### config.mk
export PLATFORM = sky130hd
export DESIGN_NAME = romulus_tkey_loader
export DESIGN_NICKNAME = d
export VERILOG_FILES = /design/src/rtl/romulus_config_pkg.sv /design/src/rtl/tk_load_ctrl.sv /design/src/rtl/romulus_tkey_loader.sv
export SDC_FILE = /design/constraint.sdc
export NUM_CORES = 1
export LEC_CHECK = 0
export ABC_AREA = 1
export CAP_MARGIN = 20
export CORE_ASPECT_RATIO = 2
export CORE_MARGIN = 10
export CORE_UTILIZATION = 36
export CTS_BUF_LIST = sky130_fd_sc_hd__clkbuf_4
export DETAILED_ROUTE_END_ITERATION = 6
export DONT_BUFFER_PORTS = 1
export PLACE_DENSITY = 0.54
export SYNTH_ARGS = -nofsm -noshare
export SYNTH_HDL_FRONTEND = slang
export SYNTH_HIERARCHICAL = 1
export SYNTH_SLANG_ARGS = --single-unit
### constraint.sdc
create_clock -name clk -period 1.7 [get_ports clk]
set_input_delay 0.34 -clock clk [delete_from_list [all_inputs] [get_ports clk]]
set_output_delay 0.34 -clock clk [all_outputs]
set_load 0.01 [all_outputs]
### src/rtl/romulus_config_pkg.sv
// Shared configuration for the Romulus datapath: tweakey state encoding and defaults.
package romulus_config_pkg;

  localparam logic [1:0] ST_EMPTY   = 2'd0;
  localparam logic [1:0] ST_LOADING = 2'd1;
  localparam logic [1:0] ST_FULL    = 2'd2;
  localparam logic [1:0] ST_RUN     = 2'd3;

  localparam int unsigned DEFAULT_RCW = 6;

  typedef enum logic [1:0] {
    StEmpty   = ST_EMPTY,
    StLoading = ST_LOADING,
    StFull    = ST_FULL,
    StRun     = ST_RUN
  } tk_state_e;

endpackage

### src/rtl/tk_load_ctrl.sv
// Tweakey load controller: state machine, beat counter, TBC round counter and sticky error.
module tk_load_ctrl
  import romulus_config_pkg::*;
#(
  parameter int unsigned BEATS     = 4,
  parameter int unsigned RCW       = DEFAULT_RCW,
  parameter bit          RELOAD_EN = 1'b0
) (
  input  logic           clk,
  input  logic           rst_n,
  input  logic           clr,
  input  logic           ld_valid,
  input  logic           upd_en,
  input  logic           upd_tbc,
  output logic           ld_ready,
  output logic           accept,
  output logic           upd_apply,
  output logic           loaded,
  output logic           busy,
  output logic [RCW-1:0] rnd_cnt,
  output logic           err
);

  localparam int unsigned     CW   = (BEATS > 1) ? $clog2(BEATS) : 1;
  localparam logic [CW-1:0]   LAST = CW'(BEATS - 1);

  tk_state_e      r_state, w_state_d;
  logic [CW-1:0]  r_beat, w_beat_d;
  logic [RCW-1:0] r_rnd, w_rnd_d;
  logic           r_err, w_err_d;
  logic           w_held;

  assign w_held    = (r_state == StFull) || (r_state == StRun);
  assign ld_ready  = (r_state == StEmpty) || (r_state == StLoading) || (RELOAD_EN && w_held);
  assign accept    = ld_valid & ld_ready;
  assign upd_apply = upd_en & w_held & ~accept & ~clr;

  // The beat counter is always 0 in FULL/RUN, so a reload beat falls into the normal path.
  always_comb begin
    w_state_d = r_state;
    w_beat_d  = r_beat;
    w_rnd_d   = r_rnd;
    w_err_d   = r_err;
    if (clr) begin
      w_state_d = StEmpty;
      w_beat_d  = '0;
      w_rnd_d   = '0;
      w_err_d   = 1'b0;
    end else if (accept) begin
      w_rnd_d = '0;
      if (upd_en) begin
        w_err_d = 1'b1;
      end
      if (r_beat == LAST) begin
        w_state_d = StFull;
        w_beat_d  = '0;
      end else begin
        w_state_d = StLoading;
        w_beat_d  = r_beat + 1'b1;
      end
    end else if (upd_en) begin
      if (w_held) begin
        w_state_d = StRun;
        w_rnd_d   = upd_tbc ? r_rnd + 1'b1 : '0;
      end else begin
        w_err_d = 1'b1;
      end
    end
  end

  always_ff @(posedge clk or negedge rst_n) begin
    if (!rst_n) begin
      r_state <= StEmpty;
      r_beat  <= '0;
      r_rnd   <= '0;
      r_err   <= 1'b0;
    end else begin
      r_state <= w_state_d;
      r_beat  <= w_beat_d;
      r_rnd   <= w_rnd_d;
      r_err   <= w_err_d;
    end
  end

  assign loaded  = w_held;
  assign busy    = (r_state == StLoading);
  assign rnd_cnt = r_rnd;
  assign err     = r_err;

endmodule

### src/rtl/romulus_tkey_loader.sv
// Multi-share tweakey register: beat-wise shift load, per-round/correction update, control FSM.
module romulus_tkey_loader
  import romulus_config_pkg::*;
#(
  parameter int unsigned BUSW      = 32,
  parameter int unsigned SHARES    = 1,
  parameter int unsigned RCW       = DEFAULT_RCW,
  parameter bit          RELOAD_EN = 1'b0
) (
  input  logic                  clk,
  input  logic                  rst_n,
  input  logic                  clr,
  input  logic                  ld_valid,
  output logic                  ld_ready,
  input  logic [BUSW-1:0]       ld_data,
  input  logic                  upd_en,
  input  logic                  upd_tbc,
  input  logic [128*SHARES-1:0] tkx_tbc_i,
  input  logic [128*SHARES-1:0] tkx_correct_i,
  output logic [128*SHARES-1:0] tkx_o,
  output logic                  loaded,
  output logic                  busy,
  output logic [RCW-1:0]        rnd_cnt,
  output logic                  err
);

  localparam int unsigned TKW   = 128 * SHARES;
  localparam int unsigned BEATS = TKW / BUSW;

  logic [TKW-1:0] r_tkx;
  logic [TKW-1:0] w_shift;
  logic           w_accept;
  logic           w_upd;

  tk_load_ctrl #(
    .BEATS     (BEATS),
    .RCW       (RCW),
    .RELOAD_EN (RELOAD_EN)
  ) u_ctrl (
    .clk       (clk),
    .rst_n     (rst_n),
    .clr       (clr),
    .ld_valid  (ld_valid),
    .upd_en    (upd_en),
    .upd_tbc   (upd_tbc),
    .ld_ready  (ld_ready),
    .accept    (w_accept),
    .upd_apply (w_upd),
    .loaded    (loaded),
    .busy      (busy),
    .rnd_cnt   (rnd_cnt),
    .err       (err)
  );

  // First beat shifts up into the MSBs as later beats arrive.
  if (BEATS == 1) begin : g_single
    assign w_shift = ld_data;
  end else begin : g_multi
    assign w_shift = {r_tkx[TKW-BUSW-1:0], ld_data};
  end

  always_ff @(posedge clk or negedge rst_n) begin
    if (!rst_n) begin
      r_tkx <= '0;
    end else if (clr) begin
      r_tkx <= '0;
    end else if (w_accept) begin
      r_tkx <= w_shift;
    end else if (w_upd) begin
      r_tkx <= upd_tbc ? tkx_tbc_i : tkx_correct_i;
    end
  end

  assign tkx_o = r_tkx;

endmodule

== Word level (Yosys, flattened, before mapping) ==
Index checks and enable logic that the tools add are counted.

* Bitwise operators: 6
* Reductions and logical operators: 10
* Mux-type cells: 22
* Equal/unequal tests: 5
* Add/sub/neg operators: 2

{| class="wikitable"
|+ Operator list
! operator !! number
|-
| 128-bit 2-to-1 mux || 4
|-
| 6-bit 2-to-1 mux || 5
|-
| 2-bit 2-to-1 mux || 8
|-
| 3-bit nonzero test || 3
|-
| 6-bit by 1-bit adder with 6-bit output (second input constant) || 1
|-
| 2-bit equality test (second input constant) || 3
|-
| 1-bit 2-to-1 mux || 5
|-
| 1-bit AND || 4
|-
| 2-bit AND reduction || 2
|-
| 2-bit nonzero test || 2
|-
| 3-bit by 2-bit inequality test with 1-bit output (second input constant) || 1
|-
| 2-bit by 1-bit adder with 2-bit output (second input constant) || 1
|-
| 2-bit by 1-bit equality test with 1-bit output (second input constant) || 1
|-
| 2-bit logical NOT || 1
|-
| 1-bit logical OR || 2
|-
| 1-bit inverter || 2
|}

* Output and inout port bits: 138
* Bits of input ports: 294
* Register bits after elaboration: 139

== Logic depth before layout (Yosys ltp) ==
* Depth in word-level cells: 9
* Depth in mapped cells: 10
* Gate-level depth less buffers: 8

== By module ==
The synthesis kept the hierarchy.

{| class="wikitable"
|+ By module, submodules not included
! module !! cells an instance !! area an instance (µm²) !! seq. area each (µm²) !! instances
|-
| romulus_tkey_loader || 1241 || 7709.9 || 3203.1 || 1
|-
| tk_load_ctrl || 68 || 563.0 || 275.3 || 1
|}

== Worst setup path after synthesis ==
Ideal clock, no wire load.

* Kind: flip-flop to flip-flop
* Start point: reg u_ctrl.r_state[1]
* End point: reg r_tkx[0], in the netlist tkx_o[0]
* Stages on the path, launching flop included: 11
* Buffers on the path: 2
* Slack: 0.287 ns
* Period minus slack after synthesis: 1.413 ns
* Data arrival time: 1.296 ns
* Setup time: 0.117 ns
* Data required time: 1.583 ns
* Cells stage by stage: dfrtp_1 inv_2 nand2_4 inv_1 inv_2 buf_4 buf_2 nor2_1 nor2_1 nand2_1 nand2_1

* Longest elaborated chain between the ends: 7

{| class="wikitable"
|+ Ends and longest elaborated chain
! what !! RTL line !! source
|-
| start, declared || tk_load_ctrl.sv:27 || <nowiki>tk_state_e r_state, w_state_d;</nowiki>
|-
| start signal, assigned || tk_load_ctrl.sv:73 || <nowiki>r_state <= StEmpty;</nowiki>
|-
| start signal, assigned || tk_load_ctrl.sv:78 || <nowiki>r_state <= w_state_d;</nowiki>
|-
| 2-bit by 1-bit equality test with 1-bit output / 2-bit logical NOT (equally long branches) || tk_load_ctrl.sv:34 || <nowiki>assign ld_ready = (r_state == StEmpty) || (r_state == StLoading) || (RELOAD_EN && w_held);</nowiki>
|-
| 1-bit logical OR * || tk_load_ctrl.sv:34 ||
|-
| via ld_ready || romulus_tkey_loader.sv:14 || <nowiki>output logic ld_ready,</nowiki>
|-
| 1-bit AND * || tk_load_ctrl.sv:35 || <nowiki>assign accept = ld_valid & ld_ready;</nowiki>
|-
| via w_accept || romulus_tkey_loader.sv:32 || <nowiki>logic w_accept;</nowiki>
|-
| 1-bit inverter || tk_load_ctrl.sv:36 || <nowiki>assign upd_apply = upd_en & w_held & ~accept & ~clr;</nowiki>
|-
| 1-bit AND (2 in series) || tk_load_ctrl.sv:36 ||
|-
| 3-bit nonzero test (no line) || -- ||
|-
| end signal, assigned || romulus_tkey_loader.sv:68 || <nowiki>r_tkx <= w_shift;</nowiki>
|-
| end signal, assigned || romulus_tkey_loader.sv:70 || <nowiki>r_tkx <= upd_tbc ? tkx_tbc_i : tkx_correct_i;</nowiki>
|-
| end, declared || romulus_tkey_loader.sv:30 || <nowiki>logic [TKW-1:0] r_tkx;</nowiki>
|}

Mark *: on every way through the listed nets, which the timed path passes. The rest lies on a longest branch.
A chain may end at the register's enable or synchronous reset.

== Worst setup path in the final report ==
* Start point: reg u_ctrl.r_state[1]
* End point: reg r_tkx[11], in the netlist tkx_o[11]

* Longest elaborated chain between the ends: 7

{| class="wikitable"
|+ Ends and longest elaborated chain
! what !! RTL line
|-
| 2-bit by 1-bit equality test with 1-bit output / 2-bit logical NOT (equally long branches) || tk_load_ctrl.sv:34
|-
| 1-bit logical OR * || tk_load_ctrl.sv:34
|-
| 1-bit AND * || tk_load_ctrl.sv:35
|-
| via w_accept || romulus_tkey_loader.sv:32
|-
| 1-bit inverter || tk_load_ctrl.sv:36
|-
| 1-bit AND (2 in series) || tk_load_ctrl.sv:36
|-
| 3-bit nonzero test (no line) || --
|}

Marked as above.

==> metrics.csv <==
stage,metric,value,unit
clock_tree,clock_latency,540,ps
route,drtPass1Iterations,6,
clock_tree,cts.clk_slew.worst_paths,140,ps
yosys,ys_warn_count,6,
cells_and_area,final_cell_mix,"651 x nand2_1, 253 x nor2_1, 198 x dlygate4sd3_1, 139 x dfrtp_1, 133 x nand3_1",
sta,finalHoldViolCount,139,
global_routing,antenna_found_initial,4,
yosys,synth_seq_area_share,42.0,%
critical_path,worst_setup_path_end_kind,flop,
sta,fmax,0.606,GHz
yosys,syn_avg_cell_area,6.32,um^2
yosys,synthDistinctLibCells,19,
route,drt_iter0_markers,635,
sta,skew,22.8,ps
sta,tns,0,ps
cells_and_area,final_common_cell,nand2_1,
clock_tree,cts_tree,yes,
pwr,p_int,5350,uW
clock_tree,root_buffer,clkbuf_4,
cells_and_area,design_area,11200,um^2
placed_design,postPlaceCellArea,8520,um^2
cells_and_area,fin_nets,1779,
yosys,synth_seq_cells,139,
critical_path,critical_path_class,reg -> reg,
route,routed-via-count,9243,
sta,maxSlewViolCount,0,
critical_path,crit_required,2170,ps
placed_design,dp.cells,1534,
route,ant_nets,0,
clock_tree,holdBufCountCts,199,
pwr,clockPowerShare,29.8,%
cells_and_area,stdcell_count,1780,
global_routing,grt_use_total,24.0,%
pwr,powerDensity,714,nW/um^2
global_routing,overflow,0,
die,fp.coreArea,22600,um^2
pwr,p_switching,2650,uW
route,viasPerCell,5.19,
cells_and_area,utilization,49.5,%
worst_hold_path,hold_path.class,in -> async,
pwr,total_power,8000,uW
global_routing,grt_pass1_wl,55500,um
clock_tree,clockBufferDepth,2,
placed_design,io_buffers,0,
cells_and_area,multiInputGateArea,4340,um^2
clock_tree,cts_max_level,4,
die,die-area,29800,um^2
sta,setup_viol,0,
pwr,power_frac_seq,49.6,%
pwr,peakVddDrop,0.449,mV
route,wl,38500,um
critical_path,cp-start-kind,flop,
route,remaining_drc_errors,0,
outcome,status,"complete, but fails checks",
die,start_util,36.5,%
sta,fin_crit_sh,97.1,%
pwr,total_leakage_power,0.00582,uW
die,die_w,127,um
global_routing,grt_max_degree,140,
cells_and_area,num-fill-cells,2209,
clock_tree,cts_sinks,139,
pwr,combPwrFrac,20.6,%
clock_tree,cts_buffers,17,
sta,rsz0062_at_grt,yes,
critical_path,r2r_slack,50,ps
flow_run,maxCapViolations,0,
sta,worstMarginPinSlew,415,ps
die,rows,78,
yosys,synthesis.area,8270,um^2
sta,maxSlewHeadroom,72.4,%
route,wl_per_cell,21.6,um
sta,layout_min_cycle_time,1650,ps
pwr,swShare,33.1,%
placed_design,gp_congestion,0.862,
critical_path,crit_fanout,18,
cells_and_area,seq_area,3480,um^2
placed_design,hpwlAfterDp,25600,um
critical_path,cp_data_arrival_time,2120,ps
yosys,synthCells,1309,
global_routing,grt_pass1_vias,9500,
cells_and_area,drive_gt1_share,6.62,%
cells_and_area,syn2layout_area_growth,35.4,%
die,ios,432,
die,fp.dieH,234,um
yosys,syn_nets,1605,
outcome,violations,negative hold slack,
sta,timing.hold.ws,-528,ps
kinds of logic after synthesis:
| group | synth area share (%) |
|---|---|
| AND/OR/NAND/NOR | 50.5 |
| AO/OA/AOI/OAI | 0.665 |
| flip-flops | 42.0 |
| adder cells (fa/ha/maj) | 0.302 |
| XOR/XNOR | 0.106 |
| buffers and inverters | 6.35 |
cell usage after synthesis, drive strengths merged:
master,instances,area share (%)
nand2,656,30
nor2,266,12
dfrtp,139,42
nand3,135,8.3
buf,83,5.7
inv,12,0.54
a21oi,8,0.48
o21ai,3,0.18
clkbuf,2,0.091
ha,2,0.30
nand4,1,0.076
nor3,1,0.12
xor2,1,0.11
repair_timing:
item / CTS / global route
buffers inserted: 1 / 3
gates cloned: 1 / 6
endpoints found under the hold margin: 241 / 139
endpoints found under the setup margin: 76 / 120
pin swaps: 1 / 13
resized for setup: 6 / 29
stage by stage:
| stage | worst slack, ps | hold slack, ps |
|---|---|---|
| 2_1_floorplan | 287 | 44.4 |
| 3_3_place_gp | 40.5 | 51.6 |
| 3_5_place_dp | -1.80 | 51.8 |
| 4_1_cts | 1.65 | -595 |
| 5_1_grt | -51.1 | -606 |
| 6_report | 49.4 | -528 |
worst paths after layout:
check,start,end,cells past startpoint
worst max register to register,u_ctrl/r_state[1]$_DFFE_PN0P_,tkx_o[11]$_DFFE_PN0P_,9
max in group asynchronous,rst_n,tkx_o[30]$_DFFE_PN0P_,0
worst min-delay path,rst_n,tkx_o[116]$_DFFE_PN0P_,0
worst max-delay path,u_ctrl/r_state[1]$_DFFE_PN0P_,tkx_o[11]$_DFFE_PN0P_,9
min in group clk,tkx_tbc_i[102],tkx_o[102]$_DFFE_PN0P_,4
worst min register to register,u_ctrl/r_beat[1]$_DFFE_PN0P_,u_ctrl/r_beat[1]$_DFFE_PN0P_,2
power groups by stage:
stage / Sequential, uW / Clock [uW] / Combinational [uW]
floorplan: 3850 / 0 / 890
global placement: 4050 / 0 / 1090
detailed placement: 4050 / 0 / 1110
CTS: 3980 / 2470 / 1530
global route: 4000 / 2570 / 1830
finish: 3970 / 2380 / 1650
state kept, by name, summed over array words and instances, names as in the netlist:
| name | flops |
|---|---|
| u_ctrl/err | 1 |
| u_ctrl/r_beat | 2 |
| u_ctrl/r_state | 2 |
| u_ctrl/rnd_cnt | 6 |
| tkx_o | 128 |
layer usage:
layer / part of all wire (%) / routed length [um] / global-route usage (%)
met2: 54 / 20700 / 44.7
met4: 3.9 / 1520 / 10.3
met3: 8.4 / 3240 / 7.44
met1: 34 / 13000 / 23.7
met5: 0.034 / 13 / 0
worst max-delay path, cell delays in order, from the launching register on:
cell        delay, ps
dfrtp_1           410
inv_2              60
nand2_4            70
clkinvlp_4        140
buf_6             150
nor3_4            200
buf_12            190
clkbuf_16         210
nand2_1            70
nand2_1            70
cell type report:
cell class / count / share of cell area [%]
inverters: 12 / 0.692
clock buffers: 18 / 1.21
repair buffers: 240 / 23.6
diodes: 4 / 0.0893
multi-input cells: 1073 / 38.7
well taps: 280 / 3.13
clock inverters: 14 / 1.54
flip-flops and latches: 139 / 31.0
Note: power is estimated with default switching activity, not from simulation.
